===== src/rtl/md5_search_sequencer.sv =====
// Issue sequencer for the lane-parallel MD5 brute-force search. Tags every issue in a
// LATENCY-deep ring so each pipeline found pulse resolves to the exact candidate.
module md5_search_sequencer #(
    parameter int unsigned LATENCY = 64,
    parameter int unsigned BASE_W  = 29,
    parameter int unsigned LANES   = 8,
    parameter int unsigned LANE_W  = 3
) (
    input  logic              CLK,
    input  logic              reset,
    input  logic              enable_i,
    input  logic [LANES-1:0]  found_vec_i,
    output logic [BASE_W-1:0] base_out_o,
    output logic              issue_valid_o,
    output logic              busy_o,
    output logic              paused_o,
    output logic              draining_o,
    output logic              result_valid_o,
    input  logic              result_ready_i,
    output logic              result_hit_o,
    output logic [31:0]       result_candidate_o,
    output logic              multi_hit_o,
    output logic [7:0]        spurious_cnt_o
);

    localparam int unsigned PtrW = (LATENCY > 1) ? $clog2(LATENCY) : 1;

    typedef enum logic [2:0] {
        StIdle,
        StRun,
        StPause,
        StDrain,
        StReport,
        StDone
    } state_e;

    state_e            state_q, state_d;
    logic [BASE_W-1:0] base_q, base_d;
    logic              issue_q, issue_d;
    logic [PtrW-1:0]   drain_q, drain_d;
    logic              hit_q, hit_d;
    logic [31:0]       cand_q, cand_d;
    logic              multi_q, multi_d;
    logic [7:0]        spur_q, spur_d;
    logic              busy_q, busy_d;
    logic              paused_q, paused_d;
    logic              draining_q, draining_d;
    logic              rvalid_q, rvalid_d;

    logic [PtrW-1:0]    wp_q;
    logic [LATENCY-1:0] valid_q;
    logic [BASE_W-1:0]  hist_q [LATENCY];

    logic              tag_valid;
    logic [BASE_W-1:0] tag_base;
    logic              active;
    logic              any_found;
    logic              tagged_hit;
    logic              spurious;
    logic [LANE_W-1:0] lane_idx;
    logic              multi_found;
    logic [31:0]       hit_cand;
    logic              last_base;
    logic              drain_done;

    // The slot at wp was written exactly LATENCY cycles ago, so it tags this cycle's found_vec.
    always_comb begin
        tag_valid   = valid_q[wp_q];
        tag_base    = hist_q[wp_q];
        active      = (state_q == StRun) || (state_q == StPause) || (state_q == StDrain);
        any_found   = |found_vec_i;
        tagged_hit  = active && any_found && tag_valid;
        spurious    = active && any_found && !tag_valid;
        lane_idx    = '0;
        for (int i = int'(LANES) - 1; i >= 0; i--) begin
            if (found_vec_i[i]) begin
                lane_idx = LANE_W'(i);
            end
        end
        multi_found = |(found_vec_i & (found_vec_i - LANES'(1)));
        hit_cand    = '0;
        hit_cand[BASE_W+LANE_W-1:0] = {tag_base, lane_idx};
        last_base   = &base_q;
        drain_done  = (drain_q == PtrW'(LATENCY - 1));
    end

    always_comb begin
        state_d = state_q;
        base_d  = base_q;
        issue_d = issue_q;
        drain_d = drain_q;
        hit_d   = hit_q;
        cand_d  = cand_q;
        multi_d = multi_q;
        spur_d  = spur_q;

        if (spurious && (spur_q != 8'hFF)) begin
            spur_d = spur_q + 8'd1;
        end

        case (state_q)
            StIdle: begin
                if (enable_i) begin
                    state_d = StRun;
                    issue_d = 1'b1;
                    base_d  = '0;
                end
            end
            StRun: begin
                if (last_base) begin
                    state_d = StDrain;
                    issue_d = 1'b0;
                    drain_d = '0;
                end else if (!enable_i) begin
                    state_d = StPause;
                    issue_d = 1'b0;
                    base_d  = base_q + BASE_W'(1);
                end else begin
                    base_d  = base_q + BASE_W'(1);
                end
            end
            StPause: begin
                if (enable_i) begin
                    state_d = StRun;
                    issue_d = 1'b1;
                end
            end
            StDrain: begin
                drain_d = drain_q + PtrW'(1);
                if (drain_done) begin
                    state_d = StReport;
                    hit_d   = 1'b0;
                    cand_d  = '0;
                    multi_d = 1'b0;
                end
            end
            StReport: begin
                if (result_ready_i) begin
                    state_d = StDone;
                end
            end
            StDone: begin
                if (!enable_i) begin
                    state_d = StIdle;
                    base_d  = '0;
                    hit_d   = 1'b0;
                    cand_d  = '0;
                    multi_d = 1'b0;
                    spur_d  = '0;
                end
            end
            default: state_d = StIdle;
        endcase

        // A tagged hit outranks exhaustion and pause in the same cycle.
        if (tagged_hit) begin
            state_d = StReport;
            issue_d = 1'b0;
            hit_d   = 1'b1;
            cand_d  = hit_cand;
            multi_d = multi_found;
        end

        busy_d     = (state_d == StRun) || (state_d == StPause) || (state_d == StDrain);
        paused_d   = (state_d == StPause);
        draining_d = (state_d == StDrain);
        rvalid_d   = (state_d == StReport);
    end

    always_ff @(posedge CLK) begin
        if (reset) begin
            state_q    <= StIdle;
            base_q     <= '0;
            issue_q    <= 1'b0;
            drain_q    <= '0;
            hit_q      <= 1'b0;
            cand_q     <= '0;
            multi_q    <= 1'b0;
            spur_q     <= '0;
            busy_q     <= 1'b0;
            paused_q   <= 1'b0;
            draining_q <= 1'b0;
            rvalid_q   <= 1'b0;
        end else begin
            state_q    <= state_d;
            base_q     <= base_d;
            issue_q    <= issue_d;
            drain_q    <= drain_d;
            hit_q      <= hit_d;
            cand_q     <= cand_d;
            multi_q    <= multi_d;
            spur_q     <= spur_d;
            busy_q     <= busy_d;
            paused_q   <= paused_d;
            draining_q <= draining_d;
            rvalid_q   <= rvalid_d;
        end
    end

    // Clearing the valid bits on reset retires every in-flight tag at once.
    always_ff @(posedge CLK) begin
        if (reset) begin
            valid_q <= '0;
            wp_q    <= '0;
        end else begin
            valid_q[wp_q] <= issue_q;
            wp_q          <= (wp_q == PtrW'(LATENCY - 1)) ? '0 : wp_q + PtrW'(1);
        end
    end

    always_ff @(posedge CLK) begin
        if (!reset) begin
            hist_q[wp_q] <= base_q;
        end
    end

    assign base_out_o         = base_q;
    assign issue_valid_o      = issue_q;
    assign busy_o             = busy_q;
    assign paused_o           = paused_q;
    assign draining_o         = draining_q;
    assign result_valid_o     = rvalid_q;
    assign result_hit_o       = hit_q;
    assign result_candidate_o = cand_q;
    assign multi_hit_o        = multi_q;
    assign spurious_cnt_o     = spur_q;

endmodule


===== config.mk =====
export PLATFORM = sky130hd
export DESIGN_NAME = md5_search_sequencer
export DESIGN_NICKNAME = d
export VERILOG_FILES = /design/src/rtl/md5_search_sequencer.sv
export SDC_FILE = /design/constraint.sdc
export NUM_CORES = 2
export LEC_CHECK = 0
export BUFFER_PORTS_ARGS = -buffer_cell sky130_fd_sc_hd__buf_2
export CAP_MARGIN = 20
export CORE_MARGIN = 3
export CORE_UTILIZATION = 55
export CTS_CLUSTER_SIZE = 28
export DETAILED_ROUTE_END_ITERATION = 10
export GPL_ROUTABILITY_DRIVEN = 1
export PLACE_DENSITY = 0.71
export SLEW_MARGIN = 20
export SYNTH_ARGS = -nofsm -noshare
export SYNTH_HDL_FRONTEND = slang
export SYNTH_SLANG_ARGS = --single-unit

===== constraint.sdc =====
create_clock -name CLK -period 6.42 [get_ports CLK]
set_input_delay 0.963 -clock CLK [delete_from_list [all_inputs] [get_ports CLK]]
set_output_delay 0.963 -clock CLK [all_outputs]
set_load 0.01 [all_outputs]

After elaboration in Yosys (flattened, before gate mapping):

Memory sizes are Yosys's and may differ from the RTL's. A register that Yosys moved wholly into a read port is not among the register bits.
Index checks and enable logic that the tools add are counted.

* register bits: 155
* bits in latches: 0
* bits in writable memories: 1856
* ROM bits: 0
* bits of input ports: 12
* output and inout port bits: 76
* logic and storage cells: 112
* memories kept: 1

* add/subtract/negate cells: 5
* multipliers: 0
* divide/modulo/power cells: 0
* magnitude comparators: 2
* equal/unequal tests: 20
* shifts and indexed selects: 0
* muxes and demuxes: 44
* bitwise operators: 1
* reductions and logical operators: 25

Memory list
* hist_q: words 64, bits a word 29, rd ports 1, clocked after memory_dff 1, wr ports 1, RTL line 52 `logic [BASE_W-1:0] hist_q [LATENCY];`

Operators with widths (number)
* two-way mux 32 bit: 3
* two-way mux 29 bit: 3
* case mux 29 bit (3 select lines): 1
* bitwise mux 64 bit: 1
* case mux 32 bit (2 select lines): 1
* two-way mux 3 bit: 15
* adder 29 x 1 -> 29 bit, second input constant: 1
* AND reduction 29 bit: 1
* two-way mux 8 bit: 3
* OR reduction 8 bit: 2
* case mux 3 bit (5 select lines): 1
* adder 6 x 1 -> 6 bit, second input constant: 2
* equality test 3 x 2 -> 1 bit, second input constant: 4
* equality test 6 bit, second input constant: 2
* two-way mux 6 bit: 2
* case mux 6 bit (2 select lines): 1
* equality test 3 bit, second input constant: 3
* two-way mux 1 bit: 9
* != test 3 bit, second input constant: 3
* adder 8 x 1 -> 8 bit, second input constant: 1
* AND 8 bit: 1
* != test 2 bit, second input constant: 4
* != test 8 bit, second input constant: 1
* subtractor 8 x 1 -> 8 bit, second input constant: 1
* 17 further kinds: 31

Longest topological paths before layout:

* depth after elaboration: 9
* depth in mapped cells: 14
* gate-level depth less buffers: 8

Least setup slack after synthesis:

No wires, ideal clock.

* path kind: register to register
* start: reg wp_q[1]
* end: mem hist_q[12][0] (enable)
* setup time: 0.451 ns
* arrival time: 4.023 ns
* required time: 5.969 ns
* slack: 1.946 ns
* cell stages (with the launch flop): 10
* path buffers: 7
* clock period less this slack: 4.474 ns
* path through: dfxtp_1 > buf_4 > or3b_2 > buf_2 > buf_2 > buf_2 > buf_1 > clkbuf_1 > clkbuf_1 > nor3_1

RTL lines
* start, declared: RTL line 50 `logic [PtrW-1:0] wp_q;`
* start signal, assigned: RTL line 207 `wp_q <= (wp_q == PtrW'(LATENCY - 1)) ? '0 : wp_q + PtrW'(1);`
* end, declared: RTL line 52

Straight into the memory's write port.

Worst setup path after layout:

* start: reg wp_q[1]
* end: reg cand_q[6], in the netlist result_candidate_o[6]

* cells in the longest elaborated chain, start to end: 5
* elaborated cells on any way between the ends: 8
* classes of those cells: eq/ne: 2; mux: 3; reduce/logical: 3

RTL lines
* binary-select mux 1 bit (select 6 bit) *: RTL line 68 `tag_valid = valid_q[wp_q];`
* two-way mux 1 bit (not written as such) *: RTL line 68
* logical AND 1 bit *: RTL line 72 `tagged_hit = active && any_found && tag_valid;`
* != test 3 bit (no line) / nonzero test 3 bit (equally long branches)
* AND reduction 3 bit (no line)
* end signal, assigned: RTL line 190 `cand_q <= cand_d;`
* end, declared: RTL line 42 `logic [31:0] cand_q, cand_d;`

Every way passes the cells marked *; elsewhere a longest branch is shown, timed or not. The select of a mux whose other input is x is not followed.
A chain may end at the register's enable or synchronous reset.

==> run metrics <==
maximum single-stage delay on the critical path=between 900 and 1000 ps; top cell type by total area after synthesis=edfxtp_1; Placer Congestion=approximately 0.86; Hold WC Path Type=register to register; synthesized area per cell=16.8 sq um; Remaining DRCs=0; final WL=~230000 microns; CTS clk-pin slew, worst paths=60 ps; Layout area overhead=13.4%; 1st-iter DRT viols=between 8000 and 9000; crit end category=register; Post-Syn Instances=4352; post-synth top area share=roughly 76%; commonest cells after routing, fill and taps aside=1856 x edfxtp_1, 814 x o22ai_1, 195 x clkbuf_16; fin crit share=73.1%; worst setup path startpoint=wp_q[1]; Netlist Area Pre-Place=73000 sq um; worst skew pair latency=~800 ps; Async S/R FF share, synth=0%; maximum vdd drop=~250 uV; commonest non-fill, non-tap cell in the layout=edfxtp_1; final hold vios=0; setup total negative slack=0 ps; vias=46200; Die Width=roughly 370 microns; largest cells by area after synthesis=edfxtp_1 76%, o22ai_1 7.0%, dfxtp_1 4.2%; placed inst area=approximately 77000 sq um; H-tree levels=4; Seq/Total Area, Yosys=between 80% and 90%; MaxCap Viol Count=0; CTS buffer count=just under 200; DR vias/cell=around 7.2; Synth Flop Type=edfxtp_1; Hold Path Origin=result_candidate_o[1]; routed length on met2=101000 microns; post-route cell area=82800 sq um; Post-synth EDFFs=approximately 1900; final setup fails=0; net switching power=roughly 0.0058 W; static leakage=between 20 and 30 nW; clock share of power=roughly two fifths; clk_skew=about 37 ps; CP Data Required Time=between 7000 and 8000 ps; Cell Int Power=a little over 0.02 W; synthesis-stage register bit count=2011; synth warn=0; RSZ-0062 raised after global routing=no; status=completed; number of filler instances in the final layout=~9000; CP max-delay cell=nor4_1; pin slew with the least headroom to its limit=between 1000 and 1500 ps; area of the die=roughly 140000 sq um; Initial Utilization=roughly 55%; Relative slew margins=between 10% and 20%; layout cells sized above 1=14.9%; remaining antenna violation count=0; DP HPWL=128000 microns; largest net degree at the start of global routing=115; die height=370 microns; Slew Viols, Final=0; GR Util All Layers=between 30% and 40%; row cnt=roughly 130; first-pass GRT wire length=between 300000 and 400000 microns; # hold bufs at CTS=0; critical path fanouts, max=38; post-synthesis cell type count=65; r2r startpoint=wp_q[1]; CTS resizes=0; R2R Path End=result_candidate_o[6]; routed wire length per instance=35.2 microns; Overflow after GRT=0; hold endpoint=result_candidate_o[1]; Setup crit start kind=register; Final min period=around 4700 ps; kind of critical path=register to register; Multi-input gate area=approximately 13000 sq um; Met3 Wirelength=around 34000 microns; met1 wire length=79200 microns; crit path cell chain=or3b_4 -> buf_4 -> o22ai_1 -> nor4_1 -> o22ai_1 -> or4_1 -> mux2i_1; highest metal used=met5; PD cells=~320 nW/um^2; setup bufs post-CTS=0; port bufs=between 80 and 90; FMAX=around 210 MHz; # nets final=approximately 4500; initial antenna violation count=12; CTS root buf=clkbuf_16; syn nets=4368; drt pass-1 iters=6; Sequential Power Share=53.5%; Core Area=roughly 130000 sq um; Logic pwr share=slightly above 5%; hold depth=2; CP dominant cell by count=o22ai_1; r2r setup slk=roughly 1700 ps; reg2reg path depth=7; CTS tree=built; register area=a little under 60000 sq um; clk sink count=2011; vias in the first global route=between 40000 and 50000; switch share=a little over a fifth; worst path arrival time=between 5000 and 6000 ps; clock buffer depth=3; I/O pin count=88
power by group through the flow:
| stage | Sequential (W) | Clock, W | Combinational (W) |
|---|---|---|---|
| after floorplan | 0.0145 | 0 | 0.000788 |
| after global placement | 0.0145 | 0 | 0.00130 |
| after detailed placement | 0.0145 | 0 | 0.00132 |
| after CTS | 0.0142 | 0.0110 | 0.00133 |
| after global routing | 0.0142 | 0.0115 | 0.00141 |
| final | 0.0142 | 0.0110 | 0.00136 |
logic make-up (layout without fill, tap and decap cells):
group | count (synthesis) | after routing | synth area share [%]
compound gates | 1325 | 1325 | 12.0
xor+xnor | 25 | 25 | 0.300
fa+ha+maj | 5 | 5 | 0.0823
buf+inv | 326 | 649 | 1.96
flops | 2011 | 2011 | 80.6
mux | 51 | 51 | 0.733
other cells | 0 | 5 | 0
simple gates | 609 | 609 | 4.37
sequential cells by signal (all words and copies together), names as in the netlist, 3 cells and up:
register	flops
hist_q	1856
valid_q	64
result_candidate_o	32
base_out_o	29
spurious_cnt_o	8
drain_q	6
wp_q	6
state_q	3
routing by layer:
layer	vias up	GRT usage, %
met4	12	14.9
li1	18500	-
met1	23000	45.2
met5	-	0.499
met2	3994	48.3
met3	677	9.54
cell usage after synthesis, drive strengths merged (13+ instances only):
master / count
edfxtp: 1856
o22ai: 814
buf: 174
dfxtp: 155
clkbuf: 143
nor2: 123
nor3: 118
a21oi: 112
nor4: 107
o221ai: 97
o21ai: 95
nand3: 89
o22a: 85
nand2: 59
mux2i: 43
o31ai: 36
or4: 34
o41ai: 33
xor2: 22
nand4: 15
a221oi: 14
and3: 13
o2111ai: 13
final cells by class:
type | instances | area share, %
Inverter | 9 | 0.0408
Multi-Input combinational cell | 2015 | 16.0
Clock inverter | 108 | 1.09
Sequential cell | 2011 | 71.1
Antenna cell | 5 | 0.0151
Timing Repair Buffer | 286 | 2.79
Clock buffer | 246 | 6.25
Tap cell | 1755 | 2.65
metrics by stage:
stage	total power [W]	hold WS [ps]	instances	util, %	worst slack (ps)
final	0.0265	464	6435	62.9	1720
after global routing	0.0271	485	6430	62.9	1650
after CTS	0.0265	450	6429	62.8	1880
after detailed placement	0.0158	450	6075	58.2	1920
after global placement	0.0158	440	6071	58.1	1890
after floorplan	0.0153	450	4352	-	1950
worst max-delay path: cells and delay by family, from the launching register on:
family | cells | cell delay (ps)
AOI/OAI and AO/OA | 2 | 690
buffers and inverters | 1 | 640
DFF | 1 | 790
muxes | 1 | 150
and+or+nand+nor | 3 | 2280
worst max-delay path by stage:
stage	to	cells past startpoint
after floorplan	hist_q[12][0]	9
after detailed placement	result_candidate_o[22]	7
after global routing	result_candidate_o[22]	7
after global placement	result_candidate_o[22]	7
after CTS	result_candidate_o[22]	7
final	result_candidate_o[6]	7
Power figures use the tool's default switching activity.
